## src/rtl/hazard_scoreboard.sv

```systemverilog
// Load-use scoreboard and stage-control unit for a 1- or 2-wide issue pipeline.
// Per-register countdowns track outstanding loads; the FSM keeps an exception alive across long stalls.
//
// state    | meaning
// ---------+------------------------------------------------------------
// ST_RUN   | normal issue; exception flushes immediately if no stall
// ST_EXC   | exception pending behind a long stall; flush every cycle
module hazard_scoreboard #(
   parameter int ISSUE      = 2,
   parameter int LOAD_LAT   = 2,
   parameter int FIFO_FETCH = 1,
   parameter int CNT_W      = 32
) (
   input  logic                 clk,
   input  logic                 rst,
   input  logic                 i_stall,
   input  logic                 d_stall,
   input  logic                 E_alu_stall,
   input  logic [ISSUE-1:0]     D_valid,
   input  logic [5*ISSUE-1:0]   D_rs,
   input  logic [5*ISSUE-1:0]   D_rt,
   input  logic [ISSUE-1:0]     D_wen,
   input  logic [5*ISSUE-1:0]   D_waddr,
   input  logic [ISSUE-1:0]     D_load,
   input  logic                 E_branch_taken,
   input  logic                 M_except,
   output logic                 longest_stall,
   output logic                 F_ena,
   output logic                 D_ena,
   output logic                 E_ena,
   output logic                 M_ena,
   output logic                 W_ena,
   output logic                 F_flush,
   output logic                 D_flush,
   output logic                 E_flush,
   output logic                 M_flush,
   output logic                 W_flush,
   output logic                 D_slave_issue,
   output logic [31:0]          lw_pending,
   output logic [CNT_W-1:0]     stall_cycles
);

   typedef enum logic {ST_RUN, ST_EXC} state_t;

   localparam logic [2:0] LAT = 3'(LOAD_LAT);

   state_t            r_state;
   state_t            w_state_nxt;
   logic              w_exc_flush;
   logic [2:0]        r_cnt [32];
   logic [2:0]        w_cnt_nxt [32];
   logic [31:0]       w_pend;
   logic [CNT_W-1:0]  r_stall_cycles;

   logic [4:0]        w_rs0, w_rt0, w_waddr0;
   logic [4:0]        w_rs1, w_rt1, w_waddr1;
   logic              w_valid1, w_wen1, w_load1;
   logic              w_hz0, w_hz1, w_raw;
   logic              w_issue0, w_issue1;

   assign w_rs0    = D_rs[4:0];
   assign w_rt0    = D_rt[4:0];
   assign w_waddr0 = D_waddr[4:0];

   generate
      if (ISSUE == 2) begin : g_dual
         assign w_rs1    = D_rs[9:5];
         assign w_rt1    = D_rt[9:5];
         assign w_waddr1 = D_waddr[9:5];
         assign w_valid1 = D_valid[1];
         assign w_wen1   = D_wen[1];
         assign w_load1  = D_load[1];
      end else begin : g_single
         assign w_rs1    = 5'd0;
         assign w_rt1    = 5'd0;
         assign w_waddr1 = 5'd0;
         assign w_valid1 = 1'b0;
         assign w_wen1   = 1'b0;
         assign w_load1  = 1'b0;
      end
   endgenerate

   always_comb begin
      for (int r = 0; r < 32; r++) begin
         w_pend[r] = (r_cnt[r] != 3'd0);
      end
      w_pend[0] = 1'b0;
   end

   assign lw_pending    = w_pend;
   assign longest_stall = E_alu_stall | i_stall | d_stall;

   assign w_hz0 = D_valid[0] & (w_pend[w_rs0] | w_pend[w_rt0]);
   assign w_hz1 = w_valid1 & (w_pend[w_rs1] | w_pend[w_rt1]);
   assign w_raw = D_wen[0] & (w_waddr0 != 5'd0) & ((w_rs1 == w_waddr0) | (w_rt1 == w_waddr0));

   assign D_slave_issue = w_valid1 & ~w_hz1 & ~w_hz0 & ~longest_stall & ~w_raw;

   assign D_ena = ~(w_hz0 | longest_stall);
   assign F_ena = D_ena | ((FIFO_FETCH != 0) & d_stall);
   assign E_ena = ~longest_stall;
   assign M_ena = ~longest_stall;
   assign W_ena = ~longest_stall;

   always_comb begin
      w_state_nxt = r_state;
      w_exc_flush = 1'b0;
      case (r_state)
         ST_RUN: begin
            if (M_except) begin
               w_exc_flush = 1'b1;
               if (longest_stall) w_state_nxt = ST_EXC;
            end
         end
         ST_EXC: begin
            w_exc_flush = 1'b1;
            if (!longest_stall) w_state_nxt = ST_RUN;
         end
         default: w_state_nxt = ST_RUN;
      endcase
   end

   assign F_flush = 1'b0;
   assign W_flush = 1'b0;
   assign D_flush = w_exc_flush | E_branch_taken;
   assign E_flush = w_exc_flush | E_branch_taken;
   assign M_flush = w_exc_flush;

   assign w_issue0 = D_ena & ~D_flush & D_valid[0];
   assign w_issue1 = D_ena & ~D_flush & w_valid1 & D_slave_issue;

   // Slave write is applied last so it wins when both slots target one register.
   always_comb begin
      for (int r = 0; r < 32; r++) begin
         w_cnt_nxt[r] = r_cnt[r];
         if (!longest_stall && r_cnt[r] != 3'd0) w_cnt_nxt[r] = r_cnt[r] - 3'd1;
      end
      if (w_issue0 && D_wen[0] && w_waddr0 != 5'd0)
         w_cnt_nxt[w_waddr0] = D_load[0] ? LAT : 3'd0;
      if (w_issue1 && w_wen1 && w_waddr1 != 5'd0)
         w_cnt_nxt[w_waddr1] = w_load1 ? LAT : 3'd0;
      if (w_exc_flush) begin
         for (int r = 0; r < 32; r++) w_cnt_nxt[r] = 3'd0;
      end
   end

   always_ff @(posedge clk or posedge rst) begin
      if (rst) begin
         r_state        <= ST_RUN;
         r_stall_cycles <= '0;
         for (int r = 0; r < 32; r++) r_cnt[r] <= 3'd0;
      end else begin
         r_state <= w_state_nxt;
         for (int r = 0; r < 32; r++) r_cnt[r] <= w_cnt_nxt[r];
         if (!D_ena && r_stall_cycles != {CNT_W{1'b1}})
            r_stall_cycles <= r_stall_cycles + CNT_W'(1);
      end
   end

   assign stall_cycles = r_stall_cycles;

endmodule

```

## config.mk

```make
export PLATFORM = sky130hd
export DESIGN_NAME = hazard_scoreboard
export DESIGN_NICKNAME = d
export VERILOG_FILES = /design/src/rtl/hazard_scoreboard.sv
export SDC_FILE = /design/constraint.sdc
export NUM_CORES = 1
export LEC_CHECK = 0
export BUFFER_PORTS_ARGS = -buffer_cell sky130_fd_sc_hd__buf_4
export CAP_MARGIN = 25
export CORE_MARGIN = 1
export CORE_UTILIZATION = 45
export DETAILED_ROUTE_END_ITERATION = 16
export GPL_TIMING_DRIVEN = 0
export PLACE_DENSITY = 0.76
export SYNTH_ARGS = -nofsm -noshare
export SYNTH_HDL_FRONTEND = slang
export SYNTH_SLANG_ARGS = --single-unit
```

## constraint.sdc

```tcl
create_clock -name clk -period 6.8 [get_ports clk]
set_clock_uncertainty 0.15 [all_clocks]
set_input_delay 1.02 -clock clk [delete_from_list [all_inputs] [get_ports clk]]
set_output_delay 1.02 -clock clk [all_outputs]
set_load 0.005 [all_outputs]
```

==> results.yml <==
run_status:
  status: "complete, no violations"
floorplanning:
  chipWidth_um: 155.1
  die_h_um: 155.1
  die_area_sq_um: 24060
  start_util_pct: 46.17
  io-pin-count: 119
  row_count: 55
  core_area_sq_um: 22850
timing:
  finalMaxSlewViolations: 0
  post-route-period-util_pct: 77.22
  fmax_ghz: 0.1904
  min_period_ps: 5251
  rsz0062_at_grt: "no"
  setup_tns_ps: 0
  maxSlewHeadroom_pct: 36.33
  finalSetupViolCount: 0
  hold_viol: 0
  holdWs_ps: 347.4
  worstMarginPinSlew_ps: 946.3
clock_network:
  clkTransAtPathRegs_ps: 60
  cts_resized: 0
  cts_root_buf: "clkbuf_16"
  clk-insertion-delay-late_ps: 440
  max-clock-path-buffers: 2
  cts_buffers: 17
  hold_buffers: 0
  cts_tree: "built"
  h-tree-depth: 4
  cts.sinks: 126
  postCtsSetupBuffers: 0
final_layout:
  fin_nets: 1441
  finalNonFillerCells: 1662
  seqCellArea_sq_um: 3153
  fill_cells: 2144
  multi_input_area_sq_um: 6650
  drive_gt1_share_pct: 18.10
  fin_area_sq_um: 12360
  area_growth_pct: 17.21
global_route:
  antenna_found_initial: 1
  grt_overflow_total: 0
  globalRouteTotalUtil_pct: 31.14
  grt_start_max_net_pins: 68
  grt_pass1_wl_mm: 56.34
  grt_pass1_vias: 9684
detailed_routing:
  via_per_inst: 6.034
  num_vias: 10030
  wl_per_cell_um: 21.96
  wirelength_mm: 36.50
  drt_iter0_drc: 858
  drc_errors: 0
  drt.antenna.violating_nets: 0
  dr.pass1.iters: 6
yosys:
  netlist_area_sq_um: 10550
  synth_top_area_cell: "dfrtp_1"
  ys_seq_area_share_pct: 29.89
  syn_area_per_cell_sq_um: 8.710
  ys_warn_count: 0
  synthTopCellsByArea: "dfrtp_1 (30%), ha_1 (7.5%), xnor2_1 (5.7%)"
  synth_edf_count: 0
  yosysTopAreaCellShare_pct: 29.89
  async_flop_share_pct: 100.0
  synth_cells: 1211
  yosysMostFrequentCell: "dfrtp_1"
  ys_types: 70
  synthFlopType: "dfrtp_1"
  ys_seq_elements: 126
  synth_top_cells_by_count: "dfrtp_1 (126), nor2_1 (99), nand3_1 (93)"
critical_path:
  endpoint_kind: "output pin"
  critPathMaxFanout: 10
  cp.arrival_ps: 4080
  cp-start-kind: "flip-flop"
  cp.required_ps: 5630
  crit_type: "flip-flop to output pin"
power_and_ir_drop:
  ir_drop_v: 0.0001753
  design_power_total_mw: 2.129
  p_per_area_nw_per_um2: 172.2
  leakage_nw: 5.138
placed_design:
  gp_congestion: 1.035
  place.port_buffers: 101
  dpl.cell_count: 1628
  post_dp_cell_area_sq_um: 11740
  dpl.hpwl_mm: 27.53
min_path:
  min_path_type: "flip-flop to flip-flop"
run:
  drv_cap: 0
## worst max-delay path, stage by stage, from the launching register on
cell and delay, ps:
dfrtp_1 390, inv_1 90, ha_1 130, nor2b_1 650, inv_1 150, mux4_2 510, o311ai_2 580, o211a_1 260
buf_6 170, o21ai_4 130, clkbuf_1 280, nor2_1 170, buf_4 130
## routing by layer
metal	routed length, um	global-route usage, %	vias up
met5	0	0	-
met4	1786	15.70	0
met3	3342	6.852	118
met2	16570	50.13	571
met1	14800	39.39	4787
li1	-	-	4552
## report_power, final
part	total, mW	switching, mW	leakage (nW)	internal, mW
Sequential	0.819	0.0384	1.69	0.781
Clock	0.949	0.365	0.284	0.584
Combinational	0.361	0.228	3.16	0.134
Total	2.13	0.631	5.14	1.50
## sequential cells by signal, indices dropped and copies added, names as in the netlist
name	cells
r_cnt	93
r_state	1
stall_cycles	32
## area by class of cell
class / count / area share (%)
clock inverter: 14 / 1.366
sequential: 126 / 25.50
clock buffer: 18 / 3.552
multi-input combinational: 908 / 53.79
inverter: 95 / 2.925
buffer: 84 / 3.198
antenna: 1 / 0.02024
timing repair buffer: 103 / 6.477
tap: 313 / 3.168
## stage by stage
step	setup WS [ps]	util (%)
6_report	1549	54.11
5_1_grt	1370	54.11
4_1_cts	1637	54.04
3_5_place_dp	1732	51.37
3_3_place_gp	637.3	51.23
2_1_floorplan	2274	-
## cell families after synthesis
family / share of synthesized area, %
compound gates: 10.08
xor+xnor: 8.470
fa+ha+maj: 7.473
buf+inv: 7.129
flops: 29.89
mux: 8.482
other cells: 0.03555
simple gates: 28.43
## layout by cell type (no fill, tap or decap), types with 6 or more instances in the layout
| cell type | n |
|---|---|
| dfrtp_1 | 126 |
| buf_4 | 108 |
| nor2_1 | 99 |
| nand3_1 | 93 |
| inv_1 | 89 |
| xnor2_1 | 69 |
| nand2_1 | 66 |
| ha_1 | 63 |
| clkbuf_1 | 53 |
| nor3_1 | 53 |
| nor4_1 | 51 |
| a21oi_1 | 34 |
| xor2_1 | 33 |
| mux2i_1 | 23 |
| mux4_2 | 22 |
| and2_1 | 20 |
| nand2b_1 | 18 |
| o2111ai_1 | 18 |
| nand4_1 | 18 |
| clkbuf_16 | 17 |
| nor2b_1 | 16 |
| o21ai_0 | 16 |
| mux2_2 | 15 |
| or3_1 | 14 |
| and3_1 | 14 |
| buf_2 | 13 |
| nand3b_1 | 11 |
| o41ai_1 | 11 |
| nor4_2 | 10 |
| or4_1 | 9 |
| nand2b_4 | 8 |
| nand4b_1 | 8 |
| o211a_1 | 8 |
| buf_1 | 6 |
| or2_2 | 6 |
| nor3b_1 | 6 |
| a21o_1 | 6 |
## worst paths after layout
check,start,endpoint,slack [ps],cells after the start
worst max register to register,r_cnt[81],r_cnt[85],2260,12
worst min register to register,stall_cycles[6],stall_cycles[6],350,1
min in group asynchronous,rst,stall_cycles[28],500,2
worst min-delay path,stall_cycles[6],stall_cycles[6],350,1
max in group asynchronous,rst,r_cnt[13],5240,3
worst max-delay path,r_cnt[81],D_slave_issue,1550,12
Power figures use the tool's default switching activity.
